**config.mk**
```make
export PLATFORM = sky130hd
export DESIGN_NAME = config_frame_writer_flat
export DESIGN_NICKNAME = d
export VERILOG_FILES = /design/src/rtl/config_pkg.sv /design/src/rtl/config_frame_writer_if.sv /design/src/rtl/config_row_counter.sv /design/src/rtl/config_frame_writer.sv /design/src/flat_wrapper.sv
export SDC_FILE = /design/constraint.sdc
export NUM_CORES = 1
export LEC_CHECK = 0
export BUFFER_PORTS_ARGS = -buffer_cell sky130_fd_sc_hd__buf_2
export CAP_MARGIN = 30
export CORE_MARGIN = 3
export CORE_UTILIZATION = 44
export CTS_CLUSTER_SIZE = 8
export DETAILED_ROUTE_END_ITERATION = 8
export GPL_TIMING_DRIVEN = 0
export PLACE_DENSITY = 0.81
export SYNTH_ARGS = -nofsm -noshare
export SYNTH_HDL_FRONTEND = slang
export SYNTH_SLANG_ARGS = --single-unit
```
**constraint.sdc**
```tcl
create_clock -name clk_i -period 1.7 [get_ports clk_i]
set_input_delay 0.255 -clock clk_i [delete_from_list [all_inputs] [get_ports clk_i]]
set_output_delay 0.255 -clock clk_i [all_outputs]
set_load 0.02 [all_outputs]
```
**src/rtl/config_pkg.sv**
```systemverilog
// Shared constants for the configuration frame writer: the sync word,
// the FSM state encoding and the default position of the desync flag.
package config_pkg;

  typedef logic [1:0] state_t;

  localparam logic [31:0] SYNC_WORD = 32'hFAB0_FAB1;

  localparam state_t ST_IDLE = 2'd0;
  localparam state_t ST_ADDR = 2'd1;
  localparam state_t ST_DATA = 2'd2;

  localparam int DESYNC_FLAG_POS_DEFAULT = 20;

endpackage

```
**src/rtl/config_frame_writer_if.sv**
```systemverilog
// Bus between the USB CDC config bridge (master) and the frame writer (slave).
// Carries the incoming word stream, the frame fabric write port and status.
interface config_frame_writer_if #(
  parameter int ROW_SEL_W = 5
);

  logic                 word_write_strobe_i;
  logic [31:0]          write_data_i;
  logic [31:0]          frame_address_o;
  logic [31:0]          frame_data_o;
  logic [ROW_SEL_W-1:0] row_select_o;
  logic                 frame_strobe_o;
  logic                 config_active_o;
  logic                 config_done_o;
  logic [15:0]          frame_count_o;

  modport master (
    output word_write_strobe_i, write_data_i,
    input  frame_address_o, frame_data_o, row_select_o, frame_strobe_o,
    input  config_active_o, config_done_o, frame_count_o
  );

  modport slave (
    input  word_write_strobe_i, write_data_i,
    output frame_address_o, frame_data_o, row_select_o, frame_strobe_o,
    output config_active_o, config_done_o, frame_count_o
  );

endinterface

```
**src/rtl/config_row_counter.sv**
```systemverilog
// Row counter for one frame: counts data words 0..NUM_ROWS-1 and flags the
// last row so the writer knows when to go back for the next address word.
module config_row_counter #(
  parameter int NUM_ROWS  = 16,
  parameter int ROW_SEL_W = 5
) (
  input  logic                 clk_i,
  input  logic                 reset_n_i,
  input  logic                 clear,
  input  logic                 advance,
  output logic [ROW_SEL_W-1:0] row_cnt,
  output logic                 last_row
);

  assign last_row = (row_cnt == ROW_SEL_W'(NUM_ROWS - 1));

  // Clear on a new address word, step on each data word, wrap after the last row
  always_ff @(posedge clk_i or negedge reset_n_i) begin
    if (!reset_n_i) begin
      row_cnt <= '0;
    end else if (clear) begin
      row_cnt <= '0;
    end else if (advance) begin
      if (last_row) begin
        row_cnt <= '0;
      end else begin
        row_cnt <= row_cnt + ROW_SEL_W'(1);
      end
    end
  end

endmodule

```
**src/rtl/config_frame_writer.sv**
```systemverilog
// Configuration frame writer: turns the config word stream (sync, then
// address word followed by NUM_ROWS data words, repeated, then desync)
// into row-by-row writes to the configuration fabric.
// Optional feature: define CONFIG_FRAME_COUNT_EN to count completed frames
// on frame_count_o; otherwise frame_count_o is tied to zero.
module config_frame_writer
  import config_pkg::*;
#(
  parameter int NUM_ROWS        = 16,
  parameter int ROW_SEL_W       = 5,
  parameter int DESYNC_FLAG_POS = DESYNC_FLAG_POS_DEFAULT
) (
  input logic                  clk_i,
  input logic                  reset_n_i,
  config_frame_writer_if.slave cfg
);

  state_t               state_q;
  logic [ROW_SEL_W-1:0] row_cnt;
  logic                 last_row;
  logic                 is_sync;
  logic                 take_sync;
  logic                 take_desync;
  logic                 take_addr;
  logic                 take_data;

  // Decode what the current word means in the current state
  always_comb begin
    is_sync     = (cfg.write_data_i == SYNC_WORD);
    take_sync   = cfg.word_write_strobe_i && (state_q == ST_IDLE) && is_sync;
    take_desync = cfg.word_write_strobe_i && (state_q == ST_ADDR) && !is_sync
                  && cfg.write_data_i[DESYNC_FLAG_POS];
    take_addr   = cfg.word_write_strobe_i && (state_q == ST_ADDR) && !is_sync
                  && !cfg.write_data_i[DESYNC_FLAG_POS];
    take_data   = cfg.word_write_strobe_i && (state_q == ST_DATA);
  end

  config_row_counter #(
    .NUM_ROWS  (NUM_ROWS),
    .ROW_SEL_W (ROW_SEL_W)
  ) u_row_counter (
    .clk_i     (clk_i),
    .reset_n_i (reset_n_i),
    .clear     (take_addr),
    .advance   (take_data),
    .row_cnt   (row_cnt),
    .last_row  (last_row)
  );

  // State transitions; an unused encoding falls back to IDLE
  always_ff @(posedge clk_i or negedge reset_n_i) begin
    if (!reset_n_i) begin
      state_q <= ST_IDLE;
    end else begin
      case (state_q)
        ST_IDLE: if (take_sync) state_q <= ST_ADDR;
        ST_ADDR: begin
          if (take_desync) state_q <= ST_IDLE;
          else if (take_addr) state_q <= ST_DATA;
        end
        ST_DATA: if (take_data && last_row) state_q <= ST_ADDR;
        default: state_q <= ST_IDLE;
      endcase
    end
  end

  // Output registers: strobe and row select are single-cycle, the rest hold
  always_ff @(posedge clk_i or negedge reset_n_i) begin
    if (!reset_n_i) begin
      cfg.frame_address_o <= '0;
      cfg.frame_data_o    <= '0;
      cfg.row_select_o    <= '0;
      cfg.frame_strobe_o  <= 1'b0;
      cfg.config_active_o <= 1'b0;
      cfg.config_done_o   <= 1'b0;
    end else begin
      cfg.frame_strobe_o <= take_data;
      cfg.row_select_o   <= take_data ? (row_cnt + ROW_SEL_W'(1)) : '0;
      if (take_data) begin
        cfg.frame_data_o <= cfg.write_data_i;
      end
      if (take_addr) begin
        cfg.frame_address_o <= cfg.write_data_i;
      end
      if (take_sync) begin
        cfg.config_active_o <= 1'b1;
        cfg.config_done_o   <= 1'b0;
      end else if (take_desync) begin
        cfg.config_active_o <= 1'b0;
        cfg.config_done_o   <= 1'b1;
      end
    end
  end

`ifdef CONFIG_FRAME_COUNT_EN
  logic [15:0] frame_count_q;

  // Completed-frame counter, saturating, restarted by each accepted sync word
  always_ff @(posedge clk_i or negedge reset_n_i) begin
    if (!reset_n_i) begin
      frame_count_q <= '0;
    end else if (take_sync) begin
      frame_count_q <= '0;
    end else if (take_data && last_row && (frame_count_q != 16'hFFFF)) begin
      frame_count_q <= frame_count_q + 16'd1;
    end
  end

  assign cfg.frame_count_o = frame_count_q;
`else
  assign cfg.frame_count_o = 16'h0000;
`endif

endmodule

```
**src/flat_wrapper.sv**
```systemverilog
// flat-port wrapper written by rule: the top's interface ports become plain ports
module config_frame_writer_flat import config_pkg::*;
#(
  parameter int NUM_ROWS        = 16,
  parameter int ROW_SEL_W       = 5,
  parameter int DESYNC_FLAG_POS = DESYNC_FLAG_POS_DEFAULT
)
  (clk_i, reset_n_i, cfg_word_write_strobe_i, cfg_write_data_i, cfg_frame_address_o, cfg_frame_data_o, cfg_row_select_o, cfg_frame_strobe_o, cfg_config_active_o, cfg_config_done_o, cfg_frame_count_o);
  config_frame_writer_if #(.ROW_SEL_W(ROW_SEL_W)) cfg_i ();
  input logic clk_i;
  input logic reset_n_i;
  input wire logic [$bits(cfg_i.word_write_strobe_i)-1:0] cfg_word_write_strobe_i;
  input wire logic [$bits(cfg_i.write_data_i)-1:0] cfg_write_data_i;
  output wire logic [$bits(cfg_i.frame_address_o)-1:0] cfg_frame_address_o;
  output wire logic [$bits(cfg_i.frame_data_o)-1:0] cfg_frame_data_o;
  output wire logic [$bits(cfg_i.row_select_o)-1:0] cfg_row_select_o;
  output wire logic [$bits(cfg_i.frame_strobe_o)-1:0] cfg_frame_strobe_o;
  output wire logic [$bits(cfg_i.config_active_o)-1:0] cfg_config_active_o;
  output wire logic [$bits(cfg_i.config_done_o)-1:0] cfg_config_done_o;
  output wire logic [$bits(cfg_i.frame_count_o)-1:0] cfg_frame_count_o;
  assign cfg_i.word_write_strobe_i = cfg_word_write_strobe_i;
  assign cfg_i.write_data_i = cfg_write_data_i;
  assign cfg_frame_address_o = cfg_i.frame_address_o;
  assign cfg_frame_data_o = cfg_i.frame_data_o;
  assign cfg_row_select_o = cfg_i.row_select_o;
  assign cfg_frame_strobe_o = cfg_i.frame_strobe_o;
  assign cfg_config_active_o = cfg_i.config_active_o;
  assign cfg_config_done_o = cfg_i.config_done_o;
  assign cfg_frame_count_o = cfg_i.frame_count_o;
  config_frame_writer #(.NUM_ROWS(NUM_ROWS), .ROW_SEL_W(ROW_SEL_W), .DESYNC_FLAG_POS(DESYNC_FLAG_POS)) u_core (.clk_i(clk_i), .reset_n_i(reset_n_i), .cfg(cfg_i));
endmodule
```
* After elaboration in Yosys (flattened, before gate mapping)
Cells that the tools add are included.
** Storage, ports and cells
- Bits in writable memories :: 0
- Output and inout bits :: 88
- Word-level logic and storage cells :: 43
- Bits in read-only memories :: 0
- Bits in registers :: 79
- Input port bits :: 35
- Bits in latches :: 0
- Memories :: 0
** Operators by class
- Add/subtract/negate cells :: 1
- $lt $le $gt $ge :: 0
- Reductions and logical operators :: 14
- Equality and inequality tests :: 7
- Shift-type cells :: 0
- Divide/modulo/power cells :: 0
- Mux-type cells :: 13
- Multiply operators :: 0
- Bitwise gates (word level) :: 0
** Operators with widths (count)
- $eq A32 B32 Y1 const B :: 1
- $mux W5 :: 4
- $logic_and A1 B1 Y1 :: 8
- $mux W2 :: 4
- $pmux W2 S3 :: 1
- $add A5 B1 Y5 const B :: 1
- $eq A5 B4 Y1 const B :: 1
- $mux W1 :: 4
- $reduce_bool A2 Y1 :: 2
- $ne A3 B1 Y1 const B :: 1
- $reduce_and A3 Y1 :: 1
- $eq A2 B1 Y1 const B :: 1
- $eq A2 B2 Y1 const B :: 1
- $logic_not A1 Y1 :: 2
- $logic_not A2 Y1 :: 1
- $ne A2 B1 Y1 const B :: 1
- $ne A2 B2 Y1 const B :: 1

* Logic depth before layout (Yosys ltp)
- Word-level depth :: 7
- Gate-level depth with buffers :: 8
- Gate-level depth less buffers :: 7

* Cells and area by module
From an unflattened synthesis, not the netlist that was laid out.
** Unflattened totals
- Cells, all modules :: 226
- Area total of the unflattened synthesis :: 3249.4 um2
** By module, submodules not included
- config_frame_writer :: area an instance 3001.6 um2, times used 1, cells an instance 202, sequential area each 1851.8 um2
- config_row_counter :: area an instance 247.7 um2, times used 1, cells an instance 24, sequential area each 125.1 um2

* Worst setup path after synthesis
OpenSTA, ideal clock, no wires.
- Path kind :: input-to-reg
- Start point :: in cfg_write_data_i[1]
- End point :: reg u_core.cfg.config_done_o
- Buffers on the path :: 0
- Setup slack :: 57 ps
- Setup time :: 124 ps
- Stages :: 4
- Required time :: 1576 ps
- Arrival time :: 1519 ps
- Path through :: or4b_1 > nor4_2 > nand4_1 > a211o_1
** Between the ends
- Longest elaborated chain between the ends :: 5
- Elaborated cells on any way between the ends :: 7
- Those cells by class :: eq/ne: 1; mux: 1; reduce/logical: 5
** Ends and longest elaborated chain
- start, declared :: RTL line flat_wrapper.sv:13 : input wire logic [$bits(cfg_i.write_data_i)-1:0] cfg_write_data_i;
- $eq A32 B32 Y1 (*) :: RTL line config_frame_writer.sv:29 : is_sync = (cfg.write_data_i == SYNC_WORD);
- $logic_not A1 Y1 :: RTL line config_frame_writer.sv:31 : take_desync = cfg.word_write_strobe_i && (state_q == ST_ADDR) && !is_sync
- $logic_and A1 B1 Y1 :: RTL line config_frame_writer.sv:31
- $logic_and A1 B1 Y1 :: RTL line config_frame_writer.sv:32 : && cfg.write_data_i[DESYNC_FLAG_POS];
- $reduce_bool A2 Y1 (no source line)
- end signal, assigned :: RTL line config_frame_writer.sv:75 : cfg.config_done_o <= 1'b0;
- end signal, assigned :: RTL line config_frame_writer.sv:87 : cfg.config_done_o <= 1'b0;
- end signal, assigned :: RTL line config_frame_writer.sv:90 : cfg.config_done_o <= 1'b1;
- end, declared :: RTL line config_frame_writer_if.sv:26 : output config_active_o, config_done_o, frame_count_o
Every way passes the cells marked *; elsewhere a longest branch is shown, timed or not.
A chain may end at the register's enable or synchronous reset.

* Worst setup path in the final report
- Start point :: reg u_core.state_q[0]
- End point :: reg u_core.cfg.frame_address_o[24]
** Between the ends
- Longest elaborated chain between the ends :: 4
** Ends and longest elaborated chain
- start, declared :: RTL line config_frame_writer.sv:18 : state_t state_q;
- start signal, assigned :: RTL line config_frame_writer.sv:53 : state_q <= ST_IDLE;
- start signal, assigned :: RTL line config_frame_writer.sv:56 : ST_IDLE: if (take_sync) state_q <= ST_ADDR;
- start signal, assigned :: RTL line config_frame_writer.sv:58 : if (take_desync) state_q <= ST_IDLE;
- $eq A2 B1 Y1 :: RTL line config_frame_writer.sv:33 : take_addr = cfg.word_write_strobe_i && (state_q == ST_ADDR) && !is_sync
- $logic_and A1 B1 Y1 (2 in series) :: RTL line config_frame_writer.sv:33
- $logic_and A1 B1 Y1 :: RTL line config_frame_writer.sv:34 : && !cfg.write_data_i[DESYNC_FLAG_POS];
- end signal, assigned :: RTL line config_frame_writer.sv:83 : cfg.frame_address_o <= cfg.write_data_i;
- end, declared :: RTL line config_frame_writer_if.sv:25 : output frame_address_o, frame_data_o, row_select_o, frame_strobe_o,
Every way passes these cells.

==> metrics <==
Inserted Diodes=0; Final Slew Violations=0; layout cells sized above 1=0.434; post-layout util=0.614; gpl congestion=0.773; crit-path max FO=10; synthesis warning total=0; Worst VDD drop=0.708 mV; synth unique cells=39; Mapped Cells=298; root buf cell=clkbuf_8; worst path bufs/invs=3; Area after DPL=3990 µm²; WL final=7620 µm; core area=6980 µm²; ys flop type=dfrtp_1; Area growth, synth to finish=31.4%; drt wl/cell=14.3 µm; design area=4290 µm²; Finish-stage setup viols=0; number of flops mapped to enable cells by yosys=0; vias in the first global route=2512; vias per cell=4.80; die width=92.1 µm; DR pass1 iterations=4; CTS tree=yes; RSZ-0062 raised after global routing=no; Leakage=0.00240 µW; Via Count=2564; drt initial violations=193; commonest non-fill, non-tap cell in the layout=buf_2; Critical Path End Type=flop; Die H=92.1 µm; Total GRT Usage=0.183; Final Net Count=472; final worst path period share=0.962; Worst setup SP type=flop; initial antenna violation count=0; clock skew=10.8 ps; grt ovf=0; delay-heaviest family, CP=buffers and inverters; slowest cell on the critical path=dfrtp_1; fmax=611 MHz; worst hold path type=in2reg; syn_area_per_cell=11.0 µm²; largest net degree at the start of global routing=43; Clk pin slew, worst setup/hold paths=80 ps; Setup Slack @ Placement=-282 ps; WS Path Type=reg2reg; CP required=1920 ps; Post-DP HPWL=5690 µm; num rows=30; # IOs=123; clock buffer count from CTS=9; FF+latch count, synth=79; Final ANT Viol Nets=0; MaxCap Viol Count=0; Final Worst Setup Slack=63.9 ps; Worst EP arrival=1850 ps; Power per Cell Area=1190 nW/µm²; DRC viols=0; global-route wire length before repair=12200 µm; commonest cells after routing, fill and taps aside=buf_2 (105), nand2_1 (101), dfrtp_1 (78); Initial Util=0.468; Period minus WS final=1640 ps; Seq/Total Area, Yosys=0.606; full die area=8490 µm²; slew margin rel.=0.658; ys async rst share=1.00; later-pin clock latency in the skew report=340 ps; Worst Tran Pin Value=514 ps; Syn Std Cell Area=3260 µm²; status=complete, no violations; # clock sinks=79; Buffers on Ports=106; Worst path max stage delay=400 ps; H-tree depth=3; Final Hold Vio Count=0; CTS Buffer Depth=2; worst-path cell chain=inv_1, or3_4, buf_6, buf_4, mux2_2
==> Yosys cell counts (all sizes together), types with 2 or more instances <==
library cell	count	share of area
nor3	3	0.0046
mux2	31	0.11
inv	5	0.0057
nor4b	2	0.0054
buf	21	0.044
nand3	4	0.0061
o21ai	2	0.0031
a31oi	2	0.0038
nor2b	2	0.0038
nand2	101	0.12
nand4b	3	0.0081
clkbuf	8	0.0092
dfrtp	79	0.61
nand4	2	0.0038
ha	3	0.011
a21oi	3	0.0046
nor2	7	0.0081
==> report_power, final <==
group	internal [µW]	total [µW]	switching [µW]
registers	2210	2410	206
clock network	743	1380	639
logic	477	1300	822
total	3430	5090	1670
==> cell families (layout without fill, tap and decap cells) <==
group                    Yosys count  count (layout)  share of synthesized area
buffers and inverters             35             160                     0.0598
flip-flops                        79              79                      0.606
XOR/XNOR                           2               2                    0.00537
adder cells (fa/ha/maj)            3               3                     0.0115
AND/OR/NAND/NOR                  132             132                      0.178
multiplexers                      31              31                      0.107
AO/OA/AOI/OAI                     15              15                     0.0314
other                              1              16                    0.00115
==> routing by layer <==
metal | global-route usage | vias to the layer above | part of all wire
met1 | 0.234 | 1218 | 0.44
met5 | 0 | - | 0
li1 | - | 1227 | -
met3 | 0.0468 | 10 | 0.081
met4 | 0.0631 | 0 | 0.012
met2 | 0.302 | 109 | 0.47
==> stage by stage <==
step	TNS, ps	hold WS [ps]	total power, µW	cells
5_1_grt	0	131	5380	534
6_report	0	129	5090	534
3_5_place_dp	-5160	251	3720	516
2_1_floorplan	0	-40.6	3210	313
3_3_place_gp	-14900	453	3670	515
4_1_cts	0	119	5120	531
==> what timing repair did <==
| item | CTS | global route |
|---|---|---|
| cloned | 0 | 0 |
| setup endpoints to repair | 61 | 50 |
| hold buffers | 1 | 0 |
| resized for setup | 8 | 12 |
| buffers inserted | 1 | 3 |
| hold endpoints to repair | 37 | 0 |
==> flip-flops by register name (all words and copies together), names as in the netlist <==
name and count:
u_core.u_row_counter.row_cnt 5, u_core.cfg.frame_address_o 32, u_core.state_q 2, u_core.cfg.row_select_o 5, u_core.cfg.config_active_o 1, u_core.cfg.config_done_o 1
u_core.cfg.frame_data_o 32, u_core.cfg.frame_strobe_o 1
==> worst min-delay path, delay by kind of cell <==
| family | cells | cell delay, ps |
|---|---|---|
| buffers and inverters | 1 | 100 |
| and+or+nand+nor | 2 | 90 |
==> final timing paths <==
path | end | slack (ps) | from | cells past startpoint
setup / recovery | u_core.cfg.frame_address_o[24]$_DFFE_PN0N_ | 60 | u_core.state_q[0]$_DFFE_PN0P_ | 5
min in group asynchronous | u_core.cfg.frame_address_o[1]$_DFFE_PN0N_ | 410 | reset_n_i | 2
hold reg to reg | u_core.cfg.frame_data_o[0]$_DFFE_PN0P_ | 470 | u_core.cfg.frame_data_o[0]$_DFFE_PN0P_ | 2
setup reg to reg | u_core.cfg.frame_address_o[24]$_DFFE_PN0N_ | 60 | u_core.state_q[0]$_DFFE_PN0P_ | 5
max in group asynchronous | u_core.u_row_counter.row_cnt[0]$_DFFE_PN0P_ | 700 | reset_n_i | 3
hold / removal | u_core.cfg.frame_data_o[17]$_DFFE_PN0P_ | 130 | cfg_write_data_i[17] | 3
==> cell type report <==
type,count,area (µm²)
multi-input cells,199,1190
clock buffers,11,151
repair buffers,112,593
clock inverters,4,45.0
plain buffers,27,184
inverters,6,23.8
flip-flops and latches,79,1980
well taps,96,120
fillers,622,2690
Power figures use the tool's default switching activity.
